==> config.mk <==
export PLATFORM = sky130hd
export DESIGN_NAME = axis_packet_fifo_replay
export DESIGN_NICKNAME = d
export VERILOG_FILES = /design/src/rtl/axis_packet_fifo_replay.sv
export SDC_FILE = /design/constraint.sdc
export NUM_CORES = 2
export LEC_CHECK = 0
export ABC_CLOCK_PERIOD_IN_PS = 3500
export CAP_MARGIN = 20
export CORE_MARGIN = 3
export CORE_UTILIZATION = 55
export DETAILED_ROUTE_END_ITERATION = 12
export MAX_ROUTING_LAYER = met4
export PLACE_DENSITY = 0.78
export SETUP_SLACK_MARGIN = 0.1
export SLEW_MARGIN = 40
export SYNTH_ARGS = -nofsm -noshare
export SYNTH_HDL_FRONTEND = slang
export SYNTH_SLANG_ARGS = --single-unit
==> constraint.sdc <==
create_clock -name clk -period 3.5 [get_ports clk]
set_clock_uncertainty 0.1 [all_clocks]
set_input_delay 0.7 -clock clk [delete_from_list [all_inputs] [get_ports clk]]
set_output_delay 0.7 -clock clk [all_outputs]
set_load 0.02 [all_outputs]
==> src/rtl/axis_packet_fifo_replay.sv <==
// Purpose : AXI-Stream packet FIFO whose read side can rewind and replay the packet being output.
// Latency : cut-through 2 cycles write->out; store-and-forward 2 cycles after the tlast write.
// Backpres: axis_i_tready drops when the buffer is full; space is freed only on an output tlast handshake.
//
// Ports:
//   clk, sreset                      single clock, synchronous active-high reset
//   axis_i_*  (tvalid/tready/tdata/tuser/tkeep/tlast)   input stream
//   axis_o_*  (tvalid/tready/tdata/tuser/tkeep/tlast)   output stream, beats unmodified
//   axis_o_rewind                    one-cycle request to restart the current output packet
//
// Build option: define AXIS_PACKET_FIFO_REPLAY_STORE_FORWARD_EN to release a packet only after its
// tlast beat is written; without it the FIFO runs cut-through.
// Packets longer than 2**LOG2_DEPTH beats deadlock (storage is freed per packet) and are not detected.
module axis_packet_fifo_replay #(
    parameter int AXIS_BYTES     = 1,
    parameter int AXIS_USER_BITS = 1,
    parameter int LOG2_DEPTH     = 8
) (
    input  logic                      clk,
    input  logic                      sreset,
    input  logic                      axis_i_tvalid,
    output logic                      axis_i_tready,
    input  logic [8*AXIS_BYTES-1:0]   axis_i_tdata,
    input  logic [AXIS_USER_BITS-1:0] axis_i_tuser,
    input  logic [AXIS_BYTES-1:0]     axis_i_tkeep,
    input  logic                      axis_i_tlast,
    output logic                      axis_o_tvalid,
    input  logic                      axis_o_tready,
    output logic [8*AXIS_BYTES-1:0]   axis_o_tdata,
    output logic [AXIS_USER_BITS-1:0] axis_o_tuser,
    output logic [AXIS_BYTES-1:0]     axis_o_tkeep,
    output logic                      axis_o_tlast,
    input  logic                      axis_o_rewind
);

    localparam int DW    = 8 * AXIS_BYTES;
    localparam int EW    = 1 + DW + AXIS_USER_BITS + AXIS_BYTES;
    localparam int DEPTH = 1 << LOG2_DEPTH;
    localparam int PW    = LOG2_DEPTH + 1;
    localparam logic [PW-1:0] PTR_ONE = {{LOG2_DEPTH{1'b0}}, 1'b1};

    // Storage and registered read port (the read register is the output beat).
    logic [EW-1:0] r_mem [DEPTH];
    logic [EW-1:0] r_out_dat;
    logic          r_out_vld;

    // Pointers carry an extra MSB as wrap flag.
    logic [PW-1:0] r_wrptr;
    logic [PW-1:0] r_rdptr;
    logic [PW-1:0] r_outptr;
    logic [PW-1:0] r_crdptr;

    logic          w_full;
    logic          w_wr;
    logic          w_out_hs;
    logic          w_commit;
    logic          w_fetch;
    logic [PW-1:0] w_limit;
    logic [EW-1:0] w_wr_dat;

    // Full is measured against the committed read pointer: beats already shown
    // downstream still occupy space until their packet completes.
    assign w_full   = (r_wrptr[LOG2_DEPTH-1:0] == r_crdptr[LOG2_DEPTH-1:0]) &&
                      (r_wrptr[LOG2_DEPTH] != r_crdptr[LOG2_DEPTH]);
    assign axis_i_tready = !w_full && !sreset;
    assign w_wr     = axis_i_tvalid && axis_i_tready;
    assign w_wr_dat = {axis_i_tlast, axis_i_tdata, axis_i_tuser, axis_i_tkeep};

`ifdef AXIS_PACKET_FIFO_REPLAY_STORE_FORWARD_EN
    // Write pointer just past the last complete packet; reads never pass it.
    logic [PW-1:0] r_cwrptr;

    always_ff @(posedge clk) begin
        if (sreset) begin
            r_cwrptr <= '0;
        end else if (w_wr && axis_i_tlast) begin
            r_cwrptr <= r_wrptr + PTR_ONE;
        end
    end

    assign w_limit = r_cwrptr;
`else
    assign w_limit = r_wrptr;
`endif

    assign w_out_hs = r_out_vld && axis_o_tready;
    assign w_commit = w_out_hs && axis_o_tlast;
    // Rewind suppresses the fetch so the output register can reload from crdptr.
    assign w_fetch  = (r_rdptr != w_limit) && (!r_out_vld || axis_o_tready) && !axis_o_rewind;

    assign axis_o_tvalid = r_out_vld;
    assign {axis_o_tlast, axis_o_tdata, axis_o_tuser, axis_o_tkeep} = r_out_dat;

    // Simple dual-port RAM, no reset on contents. A fetch never reads the slot
    // being written: rdptr only trails wrptr, and writes stop when full.
    always_ff @(posedge clk) begin
        if (w_wr) begin
            r_mem[r_wrptr[LOG2_DEPTH-1:0]] <= w_wr_dat;
        end
        if (w_fetch) begin
            r_out_dat <= r_mem[r_rdptr[LOG2_DEPTH-1:0]];
        end
    end

    always_ff @(posedge clk) begin
        if (sreset) begin
            r_wrptr   <= '0;
            r_rdptr   <= '0;
            r_outptr  <= '0;
            r_crdptr  <= '0;
            r_out_vld <= 1'b0;
        end else begin
            if (w_wr) begin
                r_wrptr <= r_wrptr + PTR_ONE;
            end
            if (w_commit) begin
                r_crdptr <= r_outptr;
            end
            if (axis_o_rewind) begin
                // A packet finishing in the same cycle stays finished; otherwise
                // restart from the first beat of the current packet.
                r_rdptr   <= w_commit ? r_outptr : r_crdptr;
                r_out_vld <= 1'b0;
            end else if (w_fetch) begin
                r_rdptr   <= r_rdptr + PTR_ONE;
                r_outptr  <= r_rdptr + PTR_ONE;
                r_out_vld <= 1'b1;
            end else if (w_out_hs) begin
                r_out_vld <= 1'b0;
            end
        end
    end

endmodule
Yosys cells after proc, flatten, opt, wreduce, memory -nomap -nowiden

Memory sizes are Yosys's and may differ from the RTL's. A register that Yosys moved wholly into a read port is not among the register bits.
Index checks and enable logic that the tools add are counted.
W data, S select, Z words.

$add $sub $neg: 2
Equal/unequal tests: 3
Muxes and demuxes: 7
Bitwise logic cells: 1
Reduce and logical (&&, ||, !) cells: 16

Operators by type and width:

| kind                  | count |
|---|---|
| $mux W9               | 3 |
| $add A9 B1 Y9 const B | 2 |
| $ne A9 B9 Y1          | 1 |
| $eq A8 B8 Y1          | 1 |
| $logic_and A1 B1 Y1   | 7 |
| $logic_not A1 Y1      | 4 |
| $mux W1               | 4 |
| $reduce_bool A2 Y1    | 2 |
| $reduce_and A2 Y1     | 1 |
| $reduce_or A2 Y1      | 1 |
| $logic_or A1 B1 Y1    | 1 |
| $ne A1 B1 Y1          | 1 |
| $not A1 Y1            | 1 |

Register bits: 37
Memory bits (writable): 2816
Bits of input ports: 16
Output and inout port bits: 13
Logic and storage cells: 35
Memories: 1

Memory list:

| name  | depth | width | rd ports | clocked after memory_dff | wr ports | line | text |
|---|---|---|---|---|---|---|---|
| r_mem | 256   | 11    | 1        | 1                        | 1        | 43   | `logic [EW-1:0] r_mem [DEPTH];` |

Depth between registers and ports, before layout

Depth in word-level cells: 7
Mapped depth: 14
Depth with buffers taken out: 7

Worst setup path after synthesis

No wires, ideal clock.

Path kind: input to register
Start: input axis_i_tvalid
End: memory r_mem[223][0] (netlist bit), enable pin
Library setup time: 378 ps
Arrival time: 2506 ps
Required time: 3022 ps
Slack: 516 ps
Stages on the path: 7
Path buffers: 2
Cells stage by stage: inv_1 > a311oi_2 > and2_0 > clkbuf_1 > nand2_1 > clkbuf_1 > nor2_1

Cells in the longest elaborated chain, start to end: 3

Ends and longest elaborated chain:

| what                          | line | text |
|---|---|---|
| start, declared               | 21   | `input logic axis_i_tvalid,` |
| $logic_and A1 B1 Y1           | 66   | `assign w_wr = axis_i_tvalid && axis_i_tready;` |
| $mux W1                       | 97   | `if (w_wr) begin` |
| $mux W1 (not written as such) | 98   | `r_mem[r_wrptr[LOG2_DEPTH-1:0]] <= w_wr_dat;` |
| end, declared                 | 43   |  |

No other way between the ends.

Final worst setup path

Start: register r_rdptr[0]
End: register r_out_dat[3], read port of r_mem (data pin)

Cells in the longest elaborated chain, start to end: 3

Ends and longest elaborated chain:

| what                             | line | text |
|---|---|---|
| start, declared                  | 49   | `logic [PW-1:0] r_rdptr;` |
| start signal, assigned           | 122  | `r_rdptr <= w_commit ? r_outptr : r_crdptr;` |
| start signal, assigned           | 125  | `r_rdptr <= r_rdptr + PTR_ONE;` |
| $ne A9 B9 Y1                     | 89   | `assign w_fetch = (r_rdptr != w_limit) && (!r_out_vld \|\| axis_o_tready) && !axis_o_rewind;` |
| $logic_and A1 B1 Y1 (2 in a row) | 89   |  |
| end, declared                    | 44   | `logic [EW-1:0] r_out_dat;` |

Several ways; a longest one is shown, not always the timed one.
A chain may end at the register's enable or synchronous reset.

==> metrics.md <==
| Metric | Value |
|---|---|
| RSZ-0062 raised after global routing | `yes` |
| Pre-CTS setup slack | `-422 ps` |
| Count leader, synth | `edfxtp_1` |
| Most used cell, CP | `mux4_2` |
| Fraction of layout cells with a size suffix above 1 | `31.5%` |
| Combinational power share | `6.9%` |
| Crit path max fanout | `10` |
| Via density | `6.91` |
| Gr ovfl total | `0` |
| Drt wl/cell | `36.1 µm` |
| I/O pin cnt | `29` |
| Die W | `456 µm` |
| Antenna violations before repair | `20` |
| Top_reg_cell synth | `edfxtp_1` |
| Sw Ratio | `21.7%` |
| Max Buffers Root-to-Sink | `4` |
| GRT Total Usage | `31.6%` |
| Placed insts | `8308` |
| Largest net degree at the start of global routing | `133` |
| Slew HR | `37.7%` |
| Die Y | `456 µm` |
| Reg2Reg Setup Slack | `60 ps` |
| Leakage power | `41.6 nW` |
| Remaining DRCs | `0` |
| First-pass GRT wire length | `452000 µm` |
| Drt total wl | `320000 µm` |
| Clock transition at path regs | `60 ps` |
| Worst path max stage delay | `590 ps` |
| Hpwl dp | `191000 µm` |
| Ys async rst share | `0%` |
| Synth Instances | `5165` |
| Yosys warns | `0` |
| Clock Latency Late Sink | `940 ps` |
| PD cells | `563 mW/mm²` |
| Finish-stage setup viols | `0` |
| Final hold viol count | `0` |
| CTS tree | `built` |
| Num CTS Buffers | `292` |
| H-tree Lvls | `5` |
| Cell taking the most area after synthesis | `edfxtp_1` |
| 1st-iter DRT viols | `11000` |
| Mapped Area | `0.111 mm²` |
| Vias | `61300` |
| Layout Nets | `6001` |
| Sequential power share | `51.4%` |
| Outcome | `completed` |
| Worst EP arrival | `4020 ps` |
| Routed Antenna Nets | `0` |
| Final Max Tran Viols | `0` |
| Worst ir drop on vdd | `0.589 mV` |
| Final WS setup | `59.7 ps` |
| Switching pwr | `16.0 mW` |
| Initial core utilization | `55.5%` |
| Fmax | `291 MHz` |
| Minimum clock period | `3440 ps` |
| Max Cap Violations | `0` |
| Hold_ws | `112 ps` |
| Uppermost layer routed | `met4` |
| Crit-path slowest cell | `mux4_2` |
| Mean post-synth cell area | `21.5 µm²` |
| Port Buf Inserts | `28` |
| EDFF count, synth | `2827` |
| Sequential-to-total area share from yosys stat | `77.0%` |
| Synth-to-Final Area Change | `17.5%` |
| HP Class | `in -> reg` |
| Worst setup EP type | `register` |
| Met2 WL | `149000 µm` |
| Synth Register Bits | `2864` |
| Die ar. | `0.208 mm²` |
| Final Instance Count excl. Fillers | `8872` |
| Total power | `73.6 mW` |
| Vias in the first global route | `60500` |
| Area contributors post-synth | `edfxtp_1 76%, mux4_2 13%, mux2i_1 2.3%` |
| Crit-path cells | `buf_12 > buf_16 > buf_4 > mux4_2 > a21oi_1 > o21ai_0 > mux4_2 > a211o_1 > and3_1` |
| CP startpoint kind | `register` |
| Met3 Wirelength | `44600 µm` |
| CTS Root Cell | `clkbuf_16` |
| Row count | `164` |
| Fin util | `65.2%` |
| WS Path Type | `reg -> reg` |
| Slew at the pin with the worst max-slew slack | `934 ps` |
| Sink count of the clock tree | `2864` |
| Int Pwr | `57.6 mW` |
| Period utilization | `98.3%` |
| Worst EP required | `4080 ps` |
| Met1 wire length | `107000 µm` |
| Core Area | `0.200 mm²` |
| Synth unique cells | `71` |
| Share of the synthesized area in the top cell type | `76.4%` |
| Clock power frac | `41.7%` |
| Post-synth top cells | `2827 x edfxtp_1, 662 x mux4_2, 332 x nor2_1` |
| GPL Wtd Cong | `0.959` |
| Initial DRT Pass Iterations | `8` |
| Synth Net Count | `5186` |
==> repair_timing <==
item                                   in CTS  in global routing
endpoints found under the hold margin       8                  0
hold buffers                                1                  0
gates resized for setup                    35                 32
cloned                                      3                  2
setup endpoints to repair                 673                 30
pin swaps                                   2                  6
buffers inserted                           13                 13
==> power groups by stage <==
stage	combinational, mW	clock [mW]	sequential (mW)
5_1_grt	5.22	32.1	37.8
2_1_floorplan	2.49	0	38.5
3_3_place_gp	4.65	0	38.5
3_5_place_dp	4.74	0	38.5
6_report	5.10	30.7	37.8
4_1_cts	4.92	30.8	37.8
==> per-stage QoR <==
| stage | cell area (µm²) | TNS, ps |
|---|---|---|
| floorplan | 111000 | 0 |
| global placement | 121000 | -936140 |
| detailed placement | 121000 | -444300 |
| CTS | 130000 | 0 |
| global route | 131000 | 0 |
| finish | 131000 | 0 |
==> registers in the layout, summed over array words and instances (netlist names) <==
register	cells
r_mem	2816
r_out_dat	11
r_crdptr	9
r_outptr	9
r_rdptr	9
r_wrptr	9
axis_o_tvalid	1
==> layout by cell type, fill, tap and decap left out, types with 31 or more instances in the layout <==
| cell type | instances |
|---|---|
| o21ai_0 | 61 |
| nor2_1 | 326 |
| a21oi_1 | 101 |
| a211oi_1 | 31 |
| clkbuf_1 | 49 |
| buf_4 | 657 |
| a221oi_1 | 57 |
| a22oi_1 | 32 |
| mux4_2 | 662 |
| clkinv_1 | 64 |
| buf_12 | 128 |
| clkbuf_16 | 303 |
| nand2_1 | 119 |
| edfxtp_1 | 2827 |
| mux2i_1 | 252 |
==> layout make-up <==
| type | count | area [µm²] |
|---|---|---|
| Antenna cell | 30 | 75.1 |
| Clock buffer | 352 | 7730 |
| Clock inverter | 148 | 1490 |
| Fill cell | 12100 | 69600 |
| Inverter | 10 | 47.5 |
| Multi-Input combinational cell | 1978 | 24000 |
| Sequential cell | 2864 | 85700 |
| Tap cell | 2656 | 3320 |
| Timing Repair Buffer | 834 | 8310 |
==> layer usage <==
metal  GRT usage [%]  up-vias
met2            46.4     5788
met1            40.7    31200
li1                -    23300
met5               -        -
met4            16.1        0
met3            9.06     1015
==> kinds of logic (layout without fill, tap and decap cells) <==
group	Yosys count	after routing	share of synthesized area (%)
buf+inv	323	1344	1.65
mux	942	942	16.2
fa+ha+maj	5	5	0.0563
other cells	0	30	0
flops	2864	2864	77.0
xor+xnor	40	40	0.315
compound gates	427	427	2.64
simple gates	564	564	2.11
==> worst max-delay path, delay by kind of cell (launching register included) <==
kind                   cells  cell delay, ps
buffers and inverters      3             620
AND/OR/NAND/NOR            1             170
AO/OA/AOI/OAI              3             750
multiplexers               2            1150
flip-flops                 1             370
==> path summary, 6_finish.rpt <==
| check | cells past startpoint | end | from |
|---|---|---|---|
| worst max register to register | 9 | r_out_dat[3] | r_rdptr[0] |
| worst max-delay path | 9 | r_out_dat[3] | r_rdptr[0] |
| worst min register to register | 2 | r_outptr[7] | r_outptr[7] |
| worst min-delay path | 1 | r_mem[251][9] | axis_i_tdata[7] |
(Power assumes the default switching activity.)
